[src/rtl/uart_pkg.sv]
// rtl/uart_pkg.sv - shared types and baud math for the framed UART transmitter (parity state gated by UART_TX_PARITY_EN)
package uart_pkg;

  typedef enum logic [1:0] {
    PAR_NONE,
    PAR_EVEN,
    PAR_ODD
  } parity_t;

  typedef enum logic [2:0] {
    ST_IDLE,
    ST_START,
    ST_DATA,
`ifdef UART_TX_PARITY_EN
    ST_PARITY,
`endif
    ST_STOP
  } tx_state_t;

  // Whole system-clock cycles spent on each line bit.
  function automatic int clk_per_bit(input int clk_hz, input int baudrate);
    return clk_hz / baudrate;
  endfunction

endpackage

[src/rtl/uart_baud_gen.sv]
// rtl/uart_baud_gen.sv - down-counting bit-period timer producing a one-cycle tick
module uart_baud_gen #(
  parameter int CLK_PER_BIT = 16
) (
  input  logic clk,
  input  logic rst,
  input  logic restart,
  output logic tick
);

  localparam int CNT_W = $clog2(CLK_PER_BIT);
  localparam logic [CNT_W-1:0] RELOAD = CNT_W'(CLK_PER_BIT - 1);

  logic [CNT_W-1:0] cnt;

  // Count down once per cycle; restart aligns a fresh bit period to the next edge.
  always_ff @(posedge clk) begin
    if (rst || restart) begin
      cnt <= RELOAD;
    end else if (cnt == '0) begin
      cnt <= RELOAD;
    end else begin
      cnt <= cnt - 1'b1;
    end
  end

  // Tick marks the last cycle of the current bit period.
  assign tick = (cnt == '0);

endmodule

[src/rtl/uart_tx_framed.sv]
// rtl/uart_tx_framed.sv - framed UART transmitter; define UART_TX_PARITY_EN to enable the parity bit
module uart_tx_framed
  import uart_pkg::*;
#(
  parameter int      CLK_HZ    = 50_000_000,
  parameter int      BAUDRATE  = 38_400,
  parameter int      DATA_BITS = 8,
  parameter int      STOP_BITS = 1,
  parameter parity_t PARITY    = PAR_NONE
) (
  input  logic                 clk,
  input  logic                 rst,
  input  logic                 valid,
  input  logic [DATA_BITS-1:0] data,
  output logic                 ready,
  output logic                 busy,
  output logic                 out
);

  localparam int CLK_PER_BIT = clk_per_bit(CLK_HZ, BAUDRATE);

  if (CLK_PER_BIT < 2) begin : g_bad_rate
    $error("uart_tx_framed: CLK_HZ/BAUDRATE must be at least 2");
  end
  if (DATA_BITS < 5 || DATA_BITS > 9) begin : g_bad_data_bits
    $error("uart_tx_framed: DATA_BITS must be 5..9");
  end
  if (STOP_BITS != 1 && STOP_BITS != 2) begin : g_bad_stop_bits
    $error("uart_tx_framed: STOP_BITS must be 1 or 2");
  end
  if (PARITY != PAR_NONE && PARITY != PAR_EVEN && PARITY != PAR_ODD) begin : g_bad_parity
    $error("uart_tx_framed: illegal PARITY");
  end

  tx_state_t            state;
  logic [DATA_BITS-1:0] shift;
  logic [3:0]           bit_cnt;
  logic                 tick;
  logic                 accept;
`ifdef UART_TX_PARITY_EN
  logic                 par_bit;
`endif

  assign ready  = (state == ST_IDLE);
  assign busy   = !ready;
  assign accept = valid && (state == ST_IDLE);

  uart_baud_gen #(
    .CLK_PER_BIT(CLK_PER_BIT)
  ) u_baud (
    .clk    (clk),
    .rst    (rst),
    .restart(accept),
    .tick   (tick)
  );

`ifdef UART_TX_PARITY_EN
  // Parity is fixed at acceptance from the latched payload so the line stays register-driven.
  always_ff @(posedge clk) begin
    if (rst) begin
      par_bit <= 1'b0;
    end else if (accept) begin
      par_bit <= (^data) ^ (PARITY == PAR_ODD);
    end
  end
`endif

  // Frame sequencer: each state holds the line for one bit period and advances on tick.
  always_ff @(posedge clk) begin
    if (rst) begin
      state   <= ST_IDLE;
      out     <= 1'b1;
      shift   <= '0;
      bit_cnt <= '0;
    end else begin
      case (state)
        ST_IDLE: begin
          out <= 1'b1;
          if (valid) begin
            shift   <= data;
            bit_cnt <= '0;
            out     <= 1'b0;
            state   <= ST_START;
          end
        end
        ST_START: begin
          if (tick) begin
            out     <= shift[0];
            shift   <= {1'b0, shift[DATA_BITS-1:1]};
            bit_cnt <= '0;
            state   <= ST_DATA;
          end
        end
        ST_DATA: begin
          if (tick) begin
            if (bit_cnt == 4'(DATA_BITS - 1)) begin
              bit_cnt <= '0;
`ifdef UART_TX_PARITY_EN
              if (PARITY != PAR_NONE) begin
                out   <= par_bit;
                state <= ST_PARITY;
              end else begin
                out   <= 1'b1;
                state <= ST_STOP;
              end
`else
              out   <= 1'b1;
              state <= ST_STOP;
`endif
            end else begin
              out     <= shift[0];
              shift   <= {1'b0, shift[DATA_BITS-1:1]};
              bit_cnt <= bit_cnt + 4'd1;
            end
          end
        end
`ifdef UART_TX_PARITY_EN
        ST_PARITY: begin
          if (tick) begin
            out     <= 1'b1;
            bit_cnt <= '0;
            state   <= ST_STOP;
          end
        end
`endif
        ST_STOP: begin
          if (tick) begin
            if (bit_cnt == 4'(STOP_BITS - 1)) begin
              bit_cnt <= '0;
              out     <= 1'b1;
              state   <= ST_IDLE;
            end else begin
              bit_cnt <= bit_cnt + 4'd1;
            end
          end
        end
        default: begin
          out   <= 1'b1;
          state <= ST_IDLE;
        end
      endcase
    end
  end

endmodule

[config.mk]
export PLATFORM = sky130hd
export DESIGN_NAME = uart_tx_framed
export DESIGN_NICKNAME = d
export VERILOG_FILES = /design/src/rtl/uart_pkg.sv /design/src/rtl/uart_baud_gen.sv /design/src/rtl/uart_tx_framed.sv
export SDC_FILE = /design/constraint.sdc
export NUM_CORES = 1
export LEC_CHECK = 0
export CORE_MARGIN = 5
export CORE_UTILIZATION = 60
export CTS_CLUSTER_SIZE = 20
export DETAILED_ROUTE_END_ITERATION = 10
export GPL_TIMING_DRIVEN = 0
export PLACE_DENSITY = 0.83
export SYNTH_ARGS = -nofsm -noshare
export SYNTH_HDL_FRONTEND = slang
export SYNTH_SLANG_ARGS = --single-unit
[constraint.sdc]
create_clock -name clk -period 3.9 [get_ports clk]
set_input_delay 0.585 -clock clk [delete_from_list [all_inputs] [get_ports clk]]
set_output_delay 0.585 -clock clk [all_outputs]
set_load 0.005 [all_outputs]
==> metrics.cfg, run 1 <==
[run_status]
status=completed

[critical_path]
reg2reg_from=state[0]
reg2regPathDepth=7
cp.required_ns=3.31
critPathMaxFanout=6
crit_start=state[0]
rrSetupSlack_ns=1.79
endpoint_kind=primary output
r2r-end=bit_cnt[0]
endpoint=busy
crit_arrival_ns=1.72
critPathLaunchType=flop
critical_path_class=flop to primary output

[yosys]
synth_largest_area_cell=dfxtp_1
synth_area_sq_um=1450
synth_ff_type=dfxtp_1
async_flop_share_pct=0
yosys_warnings=0
syn_nets=183
netlist_instances=163
synth_cell_types=37
synth_seq_cells=26
netlist.area_leader.share_pct=36.0
seq_area_frac_synth_pct=36.0
synth-edff-count=0
ys_top_cells_by_area=dfxtp_1 (36%), ha_1 (7.8%), nand2_1 (7.8%)
synth_area_per_cell_sq_um=8.87

[global_routing]
grt_pass1_vias=1240
antenna_found_initial=0
gr-total-overflow=0
grt_max_degree=16
grt_pass1_wl_um=5170
grt_usage_pct=18.8

[die]
die-area_sq_um=3490
core_sq_um=2250
initial_utilization_pct=64.1
num_rows=17
die-width_um=59.1
boundaryPins=14
die_h_um=59.1

[route]
antenna_left=0
vias_per_cell=5.75
firstDrtPassIters=4
first_iter_violations=34
drc=0
dr_total_vias=1190
post_drt_wl_per_cell_um=13.8
wirelength_um=2860

[clock_tree]
cts_root_buf=clkbuf_4
cts_resized=0
numCtsBuffers=3
ctsHoldBuffers=0
cts_htree_levels=1
cts_sinks=26
postCtsSetupBuffers=0
tritoncts=done
clock_path_buffers=2
clkSlewWorstSetupHoldPaths_ns=0.14
insertion_delay_ns=0.32

[placement]
portBuffers=12
hpwlAfterDp_um=2130
gp_congestion=0.791
place_area_sq_um=1600

[min_path]
hold_path.startpoint=u_baud.cnt[0]
hold_path_class=flop to flop

[final_layout]
nNetsFinal=200
drive_above_1_share_pct=9.50
fin_area_sq_um=1650
antenna_cells=0
area_growth_pct=14.4

[timing]
fin_crit_ns=2.30
slew_violations=0
relSlewSlack_pct=55.9
grt_setup_unrepaired=false
clock.fmax_ghz=0.434
tightest_slew_ns=0.655
finClkSkew_ns=0.00715
finalSetupViolCount=0
fin_crit_sh_pct=59.1
hold_viol=0
fin_setup_tns_ns=0

[flow_run]
drv_cap=0

[power_and_ir_drop]
cellPowerDensity_nw_per_um2=655
vdd_drop_max_v=0.000479
power_leakage_nw=0.640

[worst min path at each step]
stage,to,slack (ns),cells past startpoint
finish,u_baud.cnt[0],0.45,1
CTS,u_baud.cnt[0],0.45,1
global route,u_baud.cnt[0],0.47,1
global placement,u_baud.cnt[0],0.40,1
floorplan,u_baud.cnt[0],0.38,1
detailed placement,u_baud.cnt[0],0.42,1
[worst max-delay path, cell delays in order (launching register included)]
cell and delay [ns]:
dfxtp_1 0.44, inv_1 0.10, ha_1 0.29, inv_1 0.08, clkdlybuf4s50_1 0.50
[metrics by stage]
step	hold WS [ns]	util, %	power [mW]	worst slack [ns]	std cells
after floorplan	0.379	-	0.767	2.19	163
after global placement	0.398	71.0	0.874	1.69	203
after detailed placement	0.422	71.0	0.900	1.70	203
after CTS	0.454	73.3	1.09	1.60	207
after global routing	0.471	73.3	1.16	1.46	207
final	0.447	73.3	1.08	1.60	207
[Yosys cell counts (2+ instances only)]
master,count
dfxtp_1,26
nand3_1,3
a211oi_1,2
inv_1,11
nor4_1,2
or4_1,2
clkbuf_1,4
nand2_1,30
o211ai_1,3
o21ai_0,7
xnor2_1,5
mux2_2,7
nor2_1,13
ha_1,9
a21oi_1,4
mux2i_1,9
nor3b_1,3
xor2_1,3
nor3_1,2
[power by group]
part,internal [mW],switching (mW)
registers,0.328,0.0459
logic,0.263,0.259
clock network,0.104,0.0835
total,0.695,0.388
[per-layer routing]
layer / vias up / global-route usage [%] / share of wire [%]
met3: 7 / 3.27 / 3.0
met4: 0 / 8.09 / 1.7
met5: - / 0 / 0
met2: 25 / 32.6 / 51
met1: 560 / 22.5 / 45
li1: 598 / - / -
[cell type report]
cell class,instances,area [sq um]
clock buffer,3,22.5
timing repair buffer,12,120
tap,28,35.0
sequential,26,520
inverter,11,41.3
fill,180,602
multi-input combinational,120,852
buffer,6,31.3
clock inverter,1,30.0
[cell usage in the layout (no fill, tap or decap), types with 2 or more instances in the layout]
| cell | instances |
|---|---|
| nor3b_1 | 3 |
| nand3_1 | 3 |
| ha_1 | 9 |
| clkbuf_4 | 3 |
| nor4_1 | 2 |
| o21ai_0 | 7 |
| xor2_1 | 3 |
| xnor2_1 | 5 |
| mux2_2 | 7 |
| a21oi_1 | 4 |
| or4_1 | 2 |
| a211oi_1 | 2 |
| inv_1 | 11 |
| nand2_1 | 30 |
| clkdlybuf4s50_1 | 12 |
| mux2i_1 | 9 |
| dfxtp_1 | 26 |
| clkbuf_1 | 4 |
| o211ai_1 | 3 |
| nor3_1 | 2 |
| nor2_1 | 13 |
[flip-flops by register name (all words and copies together) (netlist names)]
signal      cells
out             1
state           2
bit_cnt         4
u_baud.cnt     11
shift           8
[kinds of logic after synthesis]
family	after synthesis	share of synthesized area [%]
compound gates	25	12.3
fa+ha+maj	9	7.79
simple gates	62	22.3
mux	16	11.7
flops	26	36.0
buf+inv	17	5.02
xor+xnor	8	4.85
Note: power is estimated with default switching activity, not from simulation.
==> run 2, diff against run 1 <==
- CORE_UTILIZATION: 60 -> 50
- PLACE_DENSITY: 0.83 -> 0.74
- clock period: 3.9 -> 2 ns (I/O delays scaled with it)
==> run 2 against run 1 <==
Net effect: register-to-register slack worse by 1.7 ns; non-clock buffer count is 1 higher; count of clock-buffer cells in the layout stayed put; clock power is 97% higher; clock skew increased by 0.0056 ns; sequential power up 96%; critical path depth stayed put; hold slack worse by 0.11 ns; via count is 1.5% higher; combinational power grew 100%; critical path type unchanged; largest power group unchanged; highest routed layer unchanged.
==> metrics.cfg, run 2 (synthesis results as in run 1) <==
[route]
vias_per_cell=5.73  ; -0.41%
routed-wl-met2_um=1600  ; +10%
firstDrtPassIters=7  ; +3
wirelength_um=3040  ; +6.0%
post_drt_wl_per_cell_um=14.4  ; +4.0%
drc=0  ; unchanged
highest_layer=met4
drt-met1-wl_um=1320  ; +3.3%
met3_length_um=80  ; -5.9%
first_iter_violations=37  ; +8.8%
antenna_left=0  ; unchanged
dr_total_vias=1208  ; +1.5%

[critical_path]
crit_arrival_ns=1.62  ; -0.10 ns
endpoint_kind=primary output
path_delay_family=buffers and inverters
critPathLaunchType=flop
crit_slowest_cell=clkdlybuf4s50_1
crit_chain=inv_1, ha_2, inv_1, clkdlybuf4s50_1
max_stage_delay_ns=0.49  ; about the same
critPathMaxFanout=6  ; unchanged
cp.required_ns=1.70  ; -1.61 ns
cp_num_buf_inv=3  ; unchanged
cp_common_cell=inv_1
critical_path_class=flop to primary output

[min_path]
hold_path_class=primary input to flop

[power_and_ir_drop]
power_leakage_nw=0.648  ; +1.3%
vdd_drop_max_v=0.000870  ; +82%
cellPowerDensity_nw_per_um2=1280  ; +96%

[clock_tree]
clkSlewWorstSetupHoldPaths_ns=0.15  ; about the same
clock_path_buffers=2  ; unchanged
numCtsBuffers=3  ; unchanged
tritoncts=done
cts_root_buf=clkbuf_4
insertion_delay_ns=0.33  ; about the same
cts_sinks=26  ; unchanged
cts_htree_levels=1  ; unchanged
ctsHoldBuffers=0  ; unchanged

[placement]
hpwlAfterDp_um=2290  ; +7.9%
place_ws_ns=-0.0329  ; -1.73 ns
gp_congestion=0.857  ; +8.3%
place_inst=206  ; +1.5%
portBuffers=12  ; unchanged

[die]
die-width_um=63.8  ; +7.9%
num_rows=19  ; +2
core_sq_um=2760  ; +22%
die-area_sq_um=4070  ; +16%
die_h_um=63.8  ; +7.9%
initial_utilization_pct=52.4  ; -12 points
boundaryPins=14  ; unchanged

[global_routing]
gr-total-overflow=0  ; unchanged
grt_pass1_wl_um=5090  ; -1.5%
antenna_found_initial=0  ; unchanged
grt_usage_pct=15.4  ; -3.3 points
grt_pass1_vias=1184  ; -4.5%
grt_max_degree=16  ; unchanged

[timing]
relSlewSlack_pct=63.5  ; +7.6 points
tightest_slew_ns=0.546  ; -0.109 ns
setup_slack_ns=0.0798  ; -1.52 ns
grt_setup_unrepaired=false
slew_violations=0  ; unchanged
fin_crit_ns=1.92
finClkSkew_ns=0.0127  ; +0.00558 ns
hold_viol=0  ; unchanged
finalSetupViolCount=0  ; unchanged
clock.fmax_ghz=0.521
fin_crit_sh_pct=96.0

[final_layout]
area_growth_pct=17.0
largest_register_ffs=11  ; unchanged
top_register=u_baud.cnt
finalCoreUtilization_pct=61.3  ; -12 points
reg.largest.list=u_baud.cnt x11, shift x8, bit_cnt x4
layout.cells.most_common_list=nand2_1 (30), dfxtp_1 (24), nor2_1 (12), clkdlybuf4s50_1 (12), inv_1 (11)
fin_cells=211  ; +1.9%
final_common_cell=nand2_1
nNetsFinal=201  ; +0.50%
drive_above_1_share_pct=12.8  ; +3.3 points
antenna_cells=0  ; unchanged

[flow_run]
drv_cap=0  ; unchanged

[run_status]
status=completed

run 2: power breakdown:
group	switching [mW]	leakage, nW	internal (mW)
combinational	0.531	0.407	0.538
clock	0.166	0.0279	0.203
sequential	0.0873	0.213	0.644
total	0.784	0.648	1.38
run 2: layout make-up:
class / count / area, sq um
inverter: 11 / 41.3
clock inverter: 1 / 30.0
buffer: 6 / 31.3
timing repair buffer: 13 / 128
sequential: 26 / 523
clock buffer: 3 / 22.5
tap: 31 / 38.8
fill: 257 / 1070
multi-input combinational: 120 / 876
run 2: per-stage QoR:
| step | hold WS (ns) | power (mW) | cell area, sq um | TNS, ns |
|---|---|---|---|---|
| 3_3_place_gp | 0.397 | 1.71 | 1600 | 0 |
| 3_5_place_dp | 0.400 | 1.77 | 1600 | -0.0608 |
| 2_1_floorplan | 0.379 | 1.49 | 1450 | 0 |
| 5_1_grt | 0.366 | 2.33 | 1690 | 0 |
| 6_report | 0.337 | 2.17 | 1690 | 0 |
| 4_1_cts | 0.321 | 2.14 | 1670 | 0 |
run 2: what timing repair did:
action,in CTS,in global routing
setup endpoints to repair,5,6
resized for setup,3,4
hold endpoints to repair,0,0
setup buffers,0,1
run 2: worst paths after layout:
| check | startpoint | end | slack, ns | cells after the start |
|---|---|---|---|---|
| max | state[0] | busy | 0.08 | 4 |
| min | rst | bit_cnt[0] | 0.34 | 2 |
| max reg2reg | u_baud.cnt[0] | shift[1] | 0.10 | 7 |
| min reg2reg | u_baud.cnt[0] | u_baud.cnt[0] | 0.43 | 1 |
run 2: per-layer routing:
| layer | vias to the layer above | GRT usage, % |
|---|---|---|
| li1 | 598 | - |
| met1 | 589 | 17.8 |
| met2 | 17 | 28.2 |
| met3 | 4 | 2.45 |
| met4 | 0 | 6.23 |
| met5 | - | 0 |
==> run 3, diff against run 2 <==
- CTS_CLUSTER_DIAMETER: not set -> 30
- PLACE_DENSITY: 0.74 -> 0.82
==> run 3 against run 2 <==
Net effect: register-to-register slack about the same; critical path type is now flop to flop; combinational power about the same; hold slack better by 0.031 ns; via count up 1.9%; core utilization down 0.18 points; wire length is 2.0% higher.
==> metrics.cfg, run 3 (synthesis results as in run 1) <==
[timing]
fin_crit_ns=1.91  ; -0.00983 ns
fin_setup_tns_ns=0  ; unchanged
tightest_slew_ns=0.579  ; +0.0335 ns
relSlewSlack_pct=61.3  ; -2.2 points
hold_viol=0  ; unchanged
worst_hold_slack_ns=0.367  ; +0.0306 ns
slew_violations=0  ; unchanged
setup_slack_ns=0.0897  ; +0.00983 ns
clock.fmax_ghz=0.523  ; +0.51%
finalSetupViolCount=0  ; unchanged
fin_crit_sh_pct=95.5  ; -0.49 points
finClkSkew_ns=0.00591  ; -0.00682 ns

[clock_tree]
cts_root_buf=clkbuf_4
tritoncts=done
cts_sinks=26  ; unchanged
clkSlewWorstSetupHoldPaths_ns=0.15  ; about the same
cts_htree_levels=1  ; unchanged
insertion_delay_ns=0.33  ; about the same
numCtsBuffers=3  ; unchanged
clock_path_buffers=2  ; unchanged

[run_status]
status=completed

[route]
first_iter_violations=35  ; -5.4%
drc=0  ; unchanged
wirelength_um=3100  ; +2.0%
firstDrtPassIters=4  ; -3
drt-met1-wl_um=1300  ; -1.5%
vias_per_cell=5.86  ; +2.4%
dr_total_vias=1231  ; +1.9%
routed-wl-met2_um=1520  ; -5.1%
met3_length_um=187  ; +130%
post_drt_wl_per_cell_um=14.7  ; +2.5%
antenna_left=0  ; unchanged
highest_layer=met4

[placement]
place_inst=206  ; unchanged
portBuffers=12  ; unchanged
hpwlAfterDp_um=2210  ; -3.5%
gp_congestion=0.855  ; -0.25%
place_ws_ns=0.0160  ; +0.0489 ns
place_area_sq_um=1600  ; unchanged

[final_layout]
final_common_cell=nand2_1
reg.largest.list=u_baud.cnt x11, shift x8, bit_cnt x4
finalCoreUtilization_pct=61.1  ; -0.18 points
top_register=u_baud.cnt
area_growth_pct=16.6
largest_register_ffs=11  ; unchanged
fin_cells=210  ; -0.47%
antenna_cells=0  ; unchanged
layout.cells.most_common_list=nand2_1 (30), dfxtp_1 (24), nor2_1 (13), clkdlybuf4s50_1 (12), inv_1 (11)
drive_above_1_share_pct=13.4  ; +0.63 points
nNetsFinal=200  ; -0.50%
fin_area_sq_um=1690  ; -0.30%

[critical_path]
critPathMaxFanout=8  ; +2
critPathLaunchType=flop
critical_path_class=flop to flop
cp.required_ns=2.25  ; +0.55 ns
endpoint_kind=flop
crit_arrival_ns=2.16  ; +0.54 ns

[global_routing]
grt_usage_pct=16.2  ; +0.77 points
gr-total-overflow=0  ; unchanged
antenna_found_initial=0  ; unchanged
grt_max_degree=16  ; unchanged
grt_pass1_vias=1237  ; +4.5%
grt_pass1_wl_um=5440  ; +6.8%

[min_path]
hold_path_class=primary input to flop

[flow_run]
drv_cap=0  ; unchanged

[die]
die-width_um=63.8  ; unchanged
die_h_um=63.8  ; unchanged
num_rows=19  ; unchanged
core_sq_um=2760  ; unchanged
die-area_sq_um=4070  ; unchanged
boundaryPins=14  ; unchanged
initial_utilization_pct=52.4  ; unchanged

[power_and_ir_drop]
vdd_drop_max_v=0.000986  ; +13%
power_leakage_nw=0.641  ; -1.0%
cellPowerDensity_nw_per_um2=1300  ; +1.0%
total_power_mw=2.18  ; +0.70%

==> run 3: per-layer routing <==
| layer | vias to the layer above | GRT usage, % |
|---|---|---|
| li1 | 595 | - |
| met1 | 582 | 18.7 |
| met2 | 43 | 28.6 |
| met3 | 11 | 3.15 |
| met4 | 0 | 7.79 |
| met5 | - | 0 |
==> run 3: worst max-delay path: stages, from the launching register on <==
cell	delay (ns)
dfxtp_1	0.36
inv_1	0.08
ha_1	0.15
nor4b_4	0.31
a32oi_2	0.25
or4_1	0.53
o211a_1	0.14
==> run 3: worst paths after layout <==
path | cells past startpoint | from | slack [ns] | end
setup / recovery | 6 | u_baud.cnt[0] | 0.09 | state[0]
hold / removal | 2 | rst | 0.37 | bit_cnt[1]
setup reg to reg | 6 | u_baud.cnt[0] | 0.09 | state[0]
hold reg to reg | 1 | u_baud.cnt[0] | 0.44 | u_baud.cnt[0]
==> run 3: final cells by class <==
type	instances	area (sq um)
fillers	250	1070
multi-input cells	120	876
flip-flops and latches	26	526
repair buffers	12	120
inverters	11	41.3
well taps	31	38.8
plain buffers	6	31.3
clock inverters	1	30.0
clock buffers	3	22.5
==> run 3: what timing repair did <==
item | in CTS | in global routing
setup endpoints to repair | 4 | 5
pin swaps | 0 | 1
hold buffers | 0 | 0
setup buffers | 0 | 0
resized for setup | 4 | 5
==> run 3: report_power, final <==
group | total, mW | leakage (nW) | switching, mW | internal [mW]
sequential | 0.738 | 0.213 | 0.0912 | 0.647
clock | 0.374 | 0.0279 | 0.171 | 0.203
combinational | 1.07 | 0.400 | 0.535 | 0.537
total | 2.18 | 0.641 | 0.798 | 1.39
